File: src/rtl/sdram_arb_pkg.sv
// Shared widths and types for the SDRAM local-port arbiter.
// Field widths, requester id, slot state and command op.
package sdram_arb_pkg;

  localparam int ARB_DATA_W    = 64;
  localparam int ARB_CS_W      = 1;
  localparam int ARB_ROW_W     = 13;
  localparam int ARB_BANK_W    = 2;
  localparam int ARB_COL_W     = 8;
  localparam int ARB_TAG_DEPTH = 8;

  typedef logic req_id_t;

  typedef enum logic {
    EMPTY   = 1'b0,
    PENDING = 1'b1
  } slot_state_t;

  typedef enum logic {
    RD = 1'b0,
    WR = 1'b1
  } op_t;

endpackage

File: src/rtl/sdram_arb_tag_fifo.sv
// In-order read tag FIFO: remembers which requester owns each read.
// Ports: i_push/i_push_id in, i_pop in, o_pop_id/o_count/o_full/o_empty out.
module sdram_arb_tag_fifo
  import sdram_arb_pkg::*;
#(
  parameter int DEPTH = ARB_TAG_DEPTH
) (
  input  logic                     i_clk,
  input  logic                     i_rst_n,
  input  logic                     i_push,
  input  req_id_t                  i_push_id,
  input  logic                     i_pop,
  output req_id_t                  o_pop_id,
  output logic [$clog2(DEPTH):0]   o_count,
  output logic                     o_full,
  output logic                     o_empty
);

  localparam int PW = $clog2(DEPTH);

  req_id_t        r_mem [DEPTH];
  logic [PW-1:0]  r_wptr;
  logic [PW-1:0]  r_rptr;
  logic [PW:0]    r_count;
  logic           w_push;
  logic           w_pop;

  // A pop on an empty FIFO is ignored here; the caller flags it.
  assign w_pop   = i_pop && (r_count != '0);
  assign w_push  = i_push && !o_full;

  assign o_count  = r_count;
  assign o_full   = (r_count == (PW+1)'(DEPTH));
  assign o_empty  = (r_count == '0);
  assign o_pop_id = r_mem[r_rptr];

  always_ff @(posedge i_clk or negedge i_rst_n) begin
    if (!i_rst_n) begin
      r_wptr  <= '0;
      r_rptr  <= '0;
      r_count <= '0;
      for (int i = 0; i < DEPTH; i++) r_mem[i] <= 1'b0;
    end else begin
      if (w_push) begin
        r_mem[r_wptr] <= i_push_id;
        r_wptr        <= r_wptr + 1'b1;
      end
      if (w_pop) r_rptr <= r_rptr + 1'b1;
      unique case ({w_push, w_pop})
        2'b10:   r_count <= r_count + 1'b1;
        2'b01:   r_count <= r_count - 1'b1;
        default: r_count <= r_count;
      endcase
    end
  end

endmodule

File: src/rtl/sdram_local_port_arbiter.sv
// Round-robin two-requester front end for the DDR controller local port.
// Ports: r0_*/r1_* requester sides, local_* controller side, err_orphan_rdata flag.
module sdram_local_port_arbiter
  import sdram_arb_pkg::*;
#(
  parameter int DATA_W    = ARB_DATA_W,
  parameter int CS_W      = ARB_CS_W,
  parameter int ROW_W     = ARB_ROW_W,
  parameter int BANK_W    = ARB_BANK_W,
  parameter int COL_W     = ARB_COL_W,
  parameter int ADDR_W    = CS_W + ROW_W + BANK_W + COL_W,
  parameter int TAG_DEPTH = ARB_TAG_DEPTH
) (
  input  logic                clk,
  input  logic                reset_n,
  input  logic                r0_read,
  input  logic                r0_write,
  input  logic [ADDR_W-1:0]   r0_addr,
  input  logic [DATA_W-1:0]   r0_wdata,
  input  logic [DATA_W/8-1:0] r0_be,
  output logic                r0_waitrequest,
  output logic [DATA_W-1:0]   r0_rdata,
  output logic                r0_rdata_valid,
  input  logic                r1_read,
  input  logic                r1_write,
  input  logic [ADDR_W-1:0]   r1_addr,
  input  logic [DATA_W-1:0]   r1_wdata,
  input  logic [DATA_W/8-1:0] r1_be,
  output logic                r1_waitrequest,
  output logic [DATA_W-1:0]   r1_rdata,
  output logic                r1_rdata_valid,
  input  logic                local_init_done,
  input  logic                local_ready,
  input  logic [DATA_W-1:0]   local_rdata,
  input  logic                local_rdata_valid,
  output logic                local_read_req,
  output logic                local_write_req,
  output logic [CS_W-1:0]     local_cs_addr,
  output logic [ROW_W-1:0]    local_row_addr,
  output logic [BANK_W-1:0]   local_bank_addr,
  output logic [COL_W-1:0]    local_col_addr,
  output logic [DATA_W-1:0]   local_wdata,
  output logic [DATA_W/8-1:0] local_be,
  output logic                local_size,
  output logic                local_burstbegin,
  output logic                err_orphan_rdata
);

  localparam int BE_W = DATA_W / 8;
  localparam int CW   = $clog2(TAG_DEPTH);

  slot_state_t       r_state;
  op_t               r_op;
  logic [ADDR_W-1:0] r_addr;
  logic [DATA_W-1:0] r_wdata;
  logic [BE_W-1:0]   r_be;
  logic              r_first;
  req_id_t           r_last_grant;
  logic              r_rv;
  req_id_t           r_rv_id;
  logic [DATA_W-1:0] r_rdata;
  logic              r_err;

  logic              w_free;
  logic              w_tag_ok;
  logic              w_el0;
  logic              w_el1;
  logic              w_load;
  req_id_t           w_grant;
  logic              w_sel_rd;
  op_t               w_op;
  logic              w_push;
  logic              w_pop_ok;
  logic              w_orphan;
  req_id_t           w_pop_id;
  logic [CW:0]       w_count;
  logic              w_full;
  logic              w_empty;

  // Slot can take a new command if empty or if it drains this cycle.
  assign w_free   = (r_state == EMPTY) || local_ready;
  assign w_tag_ok = !w_full;

  // Read has priority within a requester; a tag-starved read stalls it.
  assign w_el0 = reset_n && local_init_done && w_free &&
                 (r0_read ? w_tag_ok : r0_write);
  assign w_el1 = reset_n && local_init_done && w_free &&
                 (r1_read ? w_tag_ok : r1_write);
  assign w_load = w_el0 || w_el1;

  always_comb begin
    w_grant = r_last_grant;
    unique case (1'b1)
      w_el0 && !w_el1: w_grant = 1'b0;
      !w_el0 && w_el1: w_grant = 1'b1;
      w_el0 && w_el1:  w_grant = ~r_last_grant;
      default:         w_grant = r_last_grant;
    endcase
  end

  assign w_sel_rd = w_grant ? r1_read : r0_read;
  assign w_op     = w_sel_rd ? RD : WR;
  assign w_push   = w_load && (w_op == RD);
  assign w_pop_ok = local_rdata_valid && !w_empty;
  assign w_orphan = local_rdata_valid && (w_count == '0);

  assign r0_waitrequest = !(w_load && (w_grant == 1'b0));
  assign r1_waitrequest = !(w_load && (w_grant == 1'b1));

  always_ff @(posedge clk or negedge reset_n) begin
    if (!reset_n) begin
      r_state      <= EMPTY;
      r_op         <= RD;
      r_addr       <= '0;
      r_wdata      <= '0;
      r_be         <= '0;
      r_first      <= 1'b0;
      r_last_grant <= 1'b1;
    end else begin
      r_first <= w_load;
      if (w_load) begin
        r_state      <= PENDING;
        r_op         <= w_op;
        r_addr       <= w_grant ? r1_addr : r0_addr;
        r_wdata      <= w_grant ? r1_wdata : r0_wdata;
        r_be         <= w_grant ? r1_be : r0_be;
        r_last_grant <= w_grant;
      end else if (local_ready) begin
        r_state <= EMPTY;
      end
    end
  end

  always_ff @(posedge clk or negedge reset_n) begin
    if (!reset_n) begin
      r_rv    <= 1'b0;
      r_rv_id <= 1'b0;
      r_rdata <= '0;
      r_err   <= 1'b0;
    end else begin
      r_rv <= w_pop_ok;
      if (w_pop_ok) begin
        r_rv_id <= w_pop_id;
        r_rdata <= local_rdata;
      end
      if (w_orphan) r_err <= 1'b1;
    end
  end

  sdram_arb_tag_fifo #(
    .DEPTH (TAG_DEPTH)
  ) u_tags (
    .i_clk     (clk),
    .i_rst_n   (reset_n),
    .i_push    (w_push),
    .i_push_id (w_grant),
    .i_pop     (local_rdata_valid),
    .o_pop_id  (w_pop_id),
    .o_count   (w_count),
    .o_full    (w_full),
    .o_empty   (w_empty)
  );

  assign local_read_req   = (r_state == PENDING) && (r_op == RD);
  assign local_write_req  = (r_state == PENDING) && (r_op == WR);
  assign local_cs_addr    = r_addr[ADDR_W-1 -: CS_W];
  assign local_row_addr   = r_addr[COL_W+BANK_W +: ROW_W];
  assign local_bank_addr  = r_addr[COL_W +: BANK_W];
  assign local_col_addr   = r_addr[0 +: COL_W];
  assign local_wdata      = r_wdata;
  assign local_be         = r_be;
  assign local_size       = 1'b1;
  assign local_burstbegin = r_first;
  assign err_orphan_rdata = r_err;

  assign r0_rdata       = r_rdata;
  assign r1_rdata       = r_rdata;
  assign r0_rdata_valid = r_rv && (r_rv_id == 1'b0);
  assign r1_rdata_valid = r_rv && (r_rv_id == 1'b1);

endmodule

File: config.mk
export PLATFORM = sky130hd
export DESIGN_NAME = sdram_local_port_arbiter
export DESIGN_NICKNAME = d
export VERILOG_FILES = /design/src/rtl/sdram_arb_pkg.sv /design/src/rtl/sdram_arb_tag_fifo.sv /design/src/rtl/sdram_local_port_arbiter.sv
export SDC_FILE = /design/constraint.sdc
export NUM_CORES = 1
export LEC_CHECK = 0
export BUFFER_PORTS_ARGS = -buffer_cell sky130_fd_sc_hd__buf_4
export CAP_MARGIN = 15
export CORE_AREA = 5 5 192 194
export DETAILED_ROUTE_END_ITERATION = 7
export DIE_AREA = 0 0 197 199
export PLACE_DENSITY_LB_ADDON = 0.25
export SETUP_SLACK_MARGIN = 0.05
export SKIP_CTS_REPAIR_TIMING = 1
export SLEW_MARGIN = 25
export SYNTH_ARGS = -nofsm -noshare
export SYNTH_HDL_FRONTEND = slang
export SYNTH_HIERARCHICAL = 1
export SYNTH_SLANG_ARGS = --single-unit
File: constraint.sdc
create_clock -name clk -period 4.9 [get_ports clk]
set_input_delay 0.49 -clock clk [delete_from_list [all_inputs] [get_ports clk]]
set_output_delay 0.49 -clock clk [all_outputs]
set_load 0.03 [all_outputs]
==> impl_metrics.csv, run 1 <==
group,metric,value,unit
run_status,status,"completed",
setup_path,start_kind,"input pin",
layout,drive_above_1_share,57.25,%
worst_hold_path,hp-start,"r1_wdata[13]",
timing,setup_viol,0,
grt,antenna_found_initial,1,
detailed_routing,drc,0,
layout,nets,1341,
cts,cts_root_buf,"clkbuf_16",
floorplan,dieArea,39200,µm²
timing,final-hold-violation-count,0,
placed_design,hpwl,23770,µm
cts,cts_made_buffers,17,
power_and_ir_drop,leakage,5.973,nW
job,cap_violations,0,
setup_path,required,5200,ps
floorplan,rows,69,
detailed_routing,vias,7116,
floorplan,die_y,199,µm
placed_design,globalplace.congestion,0.7665,
floorplan,num_io_pins,498,
grt,grt_pass1_wl,45800,µm
yosys,yosysWarnings,6,
setup_path,crit_type,"in2reg",
worst_hold_path,hp-class,"in2reg",
yosys,synth_cells,661,
setup_path,arrival,4070,ps
grt,grt_pass1_vias,7493,
grt,grtUsageTotal,15.16,%
timing,period_share,77.03,%
detailed_routing,wl_per_cell,20.33,µm
power_and_ir_drop,peakVddDrop,0.2319,mV
timing,rsz0062_at_grt,"false",
floorplan,start_util,24.54,%
timing,holdWs,277.3,ps
cts,ctsHtreeMaxLevel,4,
cts,cts.reportedPaths.clkPinSlew,80,ps
timing,maxSlewHeadroom,43.15,%
placed_design,portBuffers,496,
detailed_routing,first_pass_iters,4,
timing,tns,0,ps
layout,syn_to_final_growth,49.64,%
yosys,synth_ff_type,"dfrtp_1",
yosys,syn-num-nets,932,
yosys,yosysUniqueCellTypes,47,
timing,finalClockSkew,12.31,ps
yosys,syn-cell-area,8603,µm²
detailed_routing,ant_nets,0,
yosys,ys_seq_area_share,53.82,%
detailed_routing,vias_per_cell,4.609,
detailed_routing,first_iter_violations,282,
yosys,avgSynthCellArea,13.02,µm²
timing,drv_slew,0,
power_and_ir_drop,p_per_area,563.2,nW/µm²
timing,timing.final.crit_period,3775,ps
yosys,synth-async-reset-ratio,100.0,%
setup_path,crit_path_end_kind,"flop",
cts,clock_path_buffers,2,
setup_path,r2r_start,"u_tags/o_count[0]",
grt,overflow,0,
setup_path,startpoint,"reset_n",
setup_path,worst-path-max-fanout,32,
cts,cts_tree,"built",
yosys,ys_ff_latch,185,
setup_path,reg2reg_depth,10,
timing,tightest_slew,845.5,ps
detailed_routing,routed_wl,31390,µm
worst_hold_path,hold_depth,2,
cts,clk_latency,440,ps
layout,insertedDiodeCount,0,
grt,grt_max_degree,92,
yosys,synth-edff-count,0,
cts,cts.sinks,185,
floorplan,core_area,35050,µm²
timing,max_clock_freq,264.9,MHz
floorplan,die_x,197,µm
## layout by cell type, fill, tap and decap left out, drive strengths merged, types with 13 or more instances in the layout
| cell type | synthesis | final |
|---|---|---|
| nor3b | 99 | 99 |
| buf | 92 | 506 |
| dfrtp | 184 | 184 |
| a221o | 96 | 96 |
| inv | 9 | 13 |
| clkbuf | 26 | 22 |
| mux2 | 76 | 76 |
| nand2 | 13 | 13 |
## cell usage after synthesis (2+ instances only)
cell	n	area share, %
a21oi_1	3	0.17
nor3_1	2	0.12
a221o_1	96	11
and2b_1	2	0.17
nor4b_2	4	0.70
xor2_1	2	0.20
mux2_2	68	8.9
mux2_1	8	1.0
o31ai_1	2	0.17
nand2_1	13	0.57
clkbuf_1	26	1.1
ha_1	5	0.73
nor4_1	4	0.29
nand2b_1	3	0.22
inv_1	9	0.39
dfrtp_1	184	54
nor2_1	2	0.087
buf_4	67	5.8
and2_1	3	0.22
buf_1	3	0.13
o21ai_0	2	0.12
nor3b_1	99	8.6
mux4_2	2	0.52
nand3_1	2	0.12
nor2b_1	5	0.36
xnor2_1	4	0.41
buf_2	21	1.2
## state kept, by name, indices dropped and copies added (netlist names)
signal and cells:
u_tags/o_count 4, r_op 1, r_state 1, r_addr 24, r_last_grant 1, r0_rdata 64, local_burstbegin 1, u_tags/r_mem 8
local_be 8, u_tags/r_rptr 3, r_rv 1, r_rv_id 1, err_orphan_rdata 1, local_wdata 64, u_tags/r_wptr 3
## report_power, final
group	switching, W	leakage, nW	internal [W]
registers	0.000421	2.25	0.00204
clock network	0.000643	0.257	0.000685
logic	0.00203	3.47	0.00143
total	0.00310	5.97	0.00415
## per-layer routing
layer / track usage, % / up-vias / share of wire, %
met4: 3.672 / 0 / 1.4
met2: 26.06 / 346 / 50
met3: 5.911 / 26 / 9.4
met5: 0 / - / 0
met1: 17.94 / 3490 / 39
li1: - / 3254 / -
## layout make-up
type,count,area (µm²)
Sequential cell,185,4631
Timing Repair Buffer,508,3835
Fill cell,3482,22180
Clock inverter,11,87.58
Multi-Input combinational cell,349,3249
Clock buffer,21,460.4
Tap cell,461,576.8
Inverter,9,33.78
## per-stage QoR
step                      cell area (µm²)  worst slack (ps)  util, %  instances  power [W]
after floorplan                      8603              1935        -        661   0.004689
after global placement              12320              1302    35.14       1511   0.005983
after detailed placement            12320              1184    35.14       1511   0.006003
after CTS                           12860              1149    36.70       1543   0.007374
after global routing                12870             846.3    36.73       1544   0.007658
final                               12870              1125    36.73       1544   0.007251
## critical path, stage by stage
cell and delay (ps):
dlygate4sd3_1 540, clkbuf_8 300, and2_1 300, nand2_1 180, a221oi_1 530, nand2b_1 220, ha_1 350, ha_1 380
or4b_1 530, o311ai_0 130, o211ai_1 130
## cell families after synthesis
kind of cell               count (synthesis)  share of synthesized area [%]
DFF                                      185                          53.83
and+or+nand+nor                          142                          11.95
buffers and inverters                    127                          8.857
AOI/OAI and AO/OA                        115                          13.16
muxes                                     79                          10.59
adders and majority gates                  6                         0.9599
xor gates and xnor gates                   6                         0.6108
other                                      1                        0.04359
## worst paths after layout
path	endpoint	slack (ps)
min in group asynchronous	r_addr[21]	510
worst max register to register	u_tags/o_count[3]	1420
worst min-delay path	local_wdata[13]	280
max in group asynchronous	u_tags/o_count[1]	2760
worst min register to register	err_orphan_rdata	470
worst max-delay path	u_tags/o_count[3]	1130
Power figures use the tool's default switching activity.
==> run 2: changes to the inputs <==
==> constraint.sdc (replaced) <==
create_clock -name clk -period 3.4 [get_ports clk]
set_input_delay 0.34 -clock clk [delete_from_list [all_inputs] [get_ports clk]]
set_output_delay 0.34 -clock clk [all_outputs]
set_load 0.03 [all_outputs]
==> run 2 against run 1 <==
Net effect:
- first-iteration DRC count fell by 20%
- cell count grew 0.78%
- final area is 1.5% higher
- clock skew grew 0.60 ps
- sequential power increased by 44%
==> impl_metrics.csv, run 2 (synthesis gave the netlist of run 1 again) <==
group,metric,value,unit
run_status,status,"completed",
timing,tns,0,ps
job,cap_violations,0,
timing,period_share,92.64,%
cts,cts_made_buffers,17,
detailed_routing,vias_per_cell,4.586,
timing,drv_slew,0,
grt,grtUsageTotal,15.41,%
layout,insertedDiodeCount,0,
cts,cts.sinks,185,
power_and_ir_drop,leakage,6.075,nW
floorplan,die_x,197,µm
setup_path,crit_path_top_delay_cell,"dfrtp_1",
power_and_ir_drop,seqPwrFrac,33.4,%
floorplan,start_util,24.54,%
power_and_ir_drop,clockPowerShare,19.1,%
setup_path,max_stage_delay,510,ps
setup_path,crit_top_cell,"buf_4",
detailed_routing,wl_per_cell,20.68,µm
timing,final-hold-violation-count,0,
layout,syn_to_final_growth,51.91,%
cts,clk_latency,430,ps
layout,mostFrequentLayoutCell,"buf_4",
detailed_routing,ant_nets,0,
placed_design,hpwl,24340,µm
placed_design,portBuffers,496,
setup_path,cp_cell_sequence,"nor4b_4 > buf_4 > nand2_1 > o21a_1 > a211oi_4 > buf_12 > inv_1 > buf_4",
setup_path,crit_buf_inv,4,
floorplan,num_io_pins,498,
setup_path,crit_type,"reg2out",
detailed_routing,first_iter_violations,225,
grt,grt_pass1_wl,46590,µm
timing,tightest_slew,888.4,ps
detailed_routing,first_pass_iters,5,
worst_hold_path,hp-class,"in2async",
layout,most-common-layout-cells,"513 x buf_4, 184 x dfrtp_1, 99 x nor3b_1",
grt,grt_max_degree,119,
placed_design,globalplace.congestion,0.7655,
detailed_routing,routed_wl,32170,µm
setup_path,start_kind,"flop",
layout,drive_above_1_share,57.81,%
power_and_ir_drop,power_switching,0.004497,W
setup_path,crit_path_end_kind,"output pin",
grt,antenna_found_initial,1,
power_and_ir_drop,p_comb_share,47.5,%
cts,cts_root_buf,"clkbuf_16",
power_and_ir_drop,peakVddDrop,0.3437,mV
floorplan,core_area,35050,µm²
floorplan,die_y,199,µm
placed_design,dp_cells,1524,
timing,max_clock_freq,317.5,MHz
cts,cts.reportedPaths.clkPinSlew,80,ps
timing,finalClockSkew,12.91,ps
cts,clock_path_buffers,2,
layout,nets,1354,
timing,setup_viol,0,
timing,maxSlewHeadroom,40.27,%
layout,final_cells,1556,
timing,timing.final.crit_period,3150,ps
grt,overflow,0,
timing,rsz0062_at_grt,"false",
cts,cts_tree,"built",
setup_path,cp_top_family,"buffers and inverters",
floorplan,dieArea,39200,µm²
cts,ctsHtreeMaxLevel,4,
setup_path,arrival,2810,ps
setup_path,worst-path-max-fanout,59,
setup_path,required,3060,ps
power_and_ir_drop,p_int,0.006130,W
power_and_ir_drop,swShare,42.32,%
grt,grt_pass1_vias,7594,
power_and_ir_drop,p_per_area,813.2,nW/µm²
detailed_routing,vias,7136,
floorplan,rows,69,
detailed_routing,drc,0,
run 2: path summary, 6_finish.rpt:
check	start	endpoint	slack [ps]	cells after the start
max in group asynchronous	reset_n	u_tags/r_mem[4]	2140	3
worst max register to register	u_tags/o_count[0]	u_tags/o_count[3]	410	10
worst min-delay path	reset_n	r_addr[14]	10	2
worst min register to register	err_orphan_rdata	err_orphan_rdata	480	1
min in group clk	r1_wdata[24]	local_wdata[24]	130	2
worst max-delay path	u_tags/o_count[0]	r1_waitrequest	250	8
run 2: routing by layer:
metal	global-route usage [%]	vias up	routed length (µm)
met5	0	-	0
met4	4.263	0	632
met3	5.674	30	2972
met2	26.33	339	16200
met1	18.33	3494	12370
li1	-	3273	-
run 2: layout make-up:
| type | instances | area (µm²) |
|---|---|---|
| clock inverter | 12 | 141.4 |
| clock buffer | 19 | 432.9 |
| inverter | 9 | 33.78 |
| timing repair buffer | 521 | 4004 |
| fill | 3433 | 21980 |
| tap | 461 | 576.8 |
| multi-input combinational | 349 | 3249 |
| sequential | 185 | 4631 |
run 2: through the flow:
stage / instance area, µm² / util [%] / worst slack (ps) / power (W) / hold WS [ps]
floorplan: 8603 / - / 434.5 / 0.006758 / 44.41
global placement: 12460 / 35.56 / 417.0 / 0.008679 / 445.9
detailed placement: 12460 / 35.56 / 347.2 / 0.008711 / 471.5
CTS: 13040 / 37.20 / 213.1 / 0.01079 / 42.74
global route: 13070 / 37.28 / 71.13 / 0.01119 / 63.64
finish: 13070 / 37.28 / 250.4 / 0.01063 / 10.14
run 2: worst register-to-register path: cells and delay by family, from the launching register on:
family | cells | cell delay [ps]
compound gates | 4 | 560
fa+ha+maj | 2 | 650
buf+inv | 1 | 90
flops | 1 | 510
simple gates | 3 | 1040
run 2: power by group through the flow:
stage / logic (W) / clock network, W / registers, W
global route: 0.00534 / 0.00218 / 0.00367
CTS: 0.00513 / 0.00210 / 0.00356
finish: 0.00505 / 0.00203 / 0.00355
floorplan: 0.00212 / 0 / 0.00464
global placement: 0.00512 / 0 / 0.00356
detailed placement: 0.00514 / 0 / 0.00357
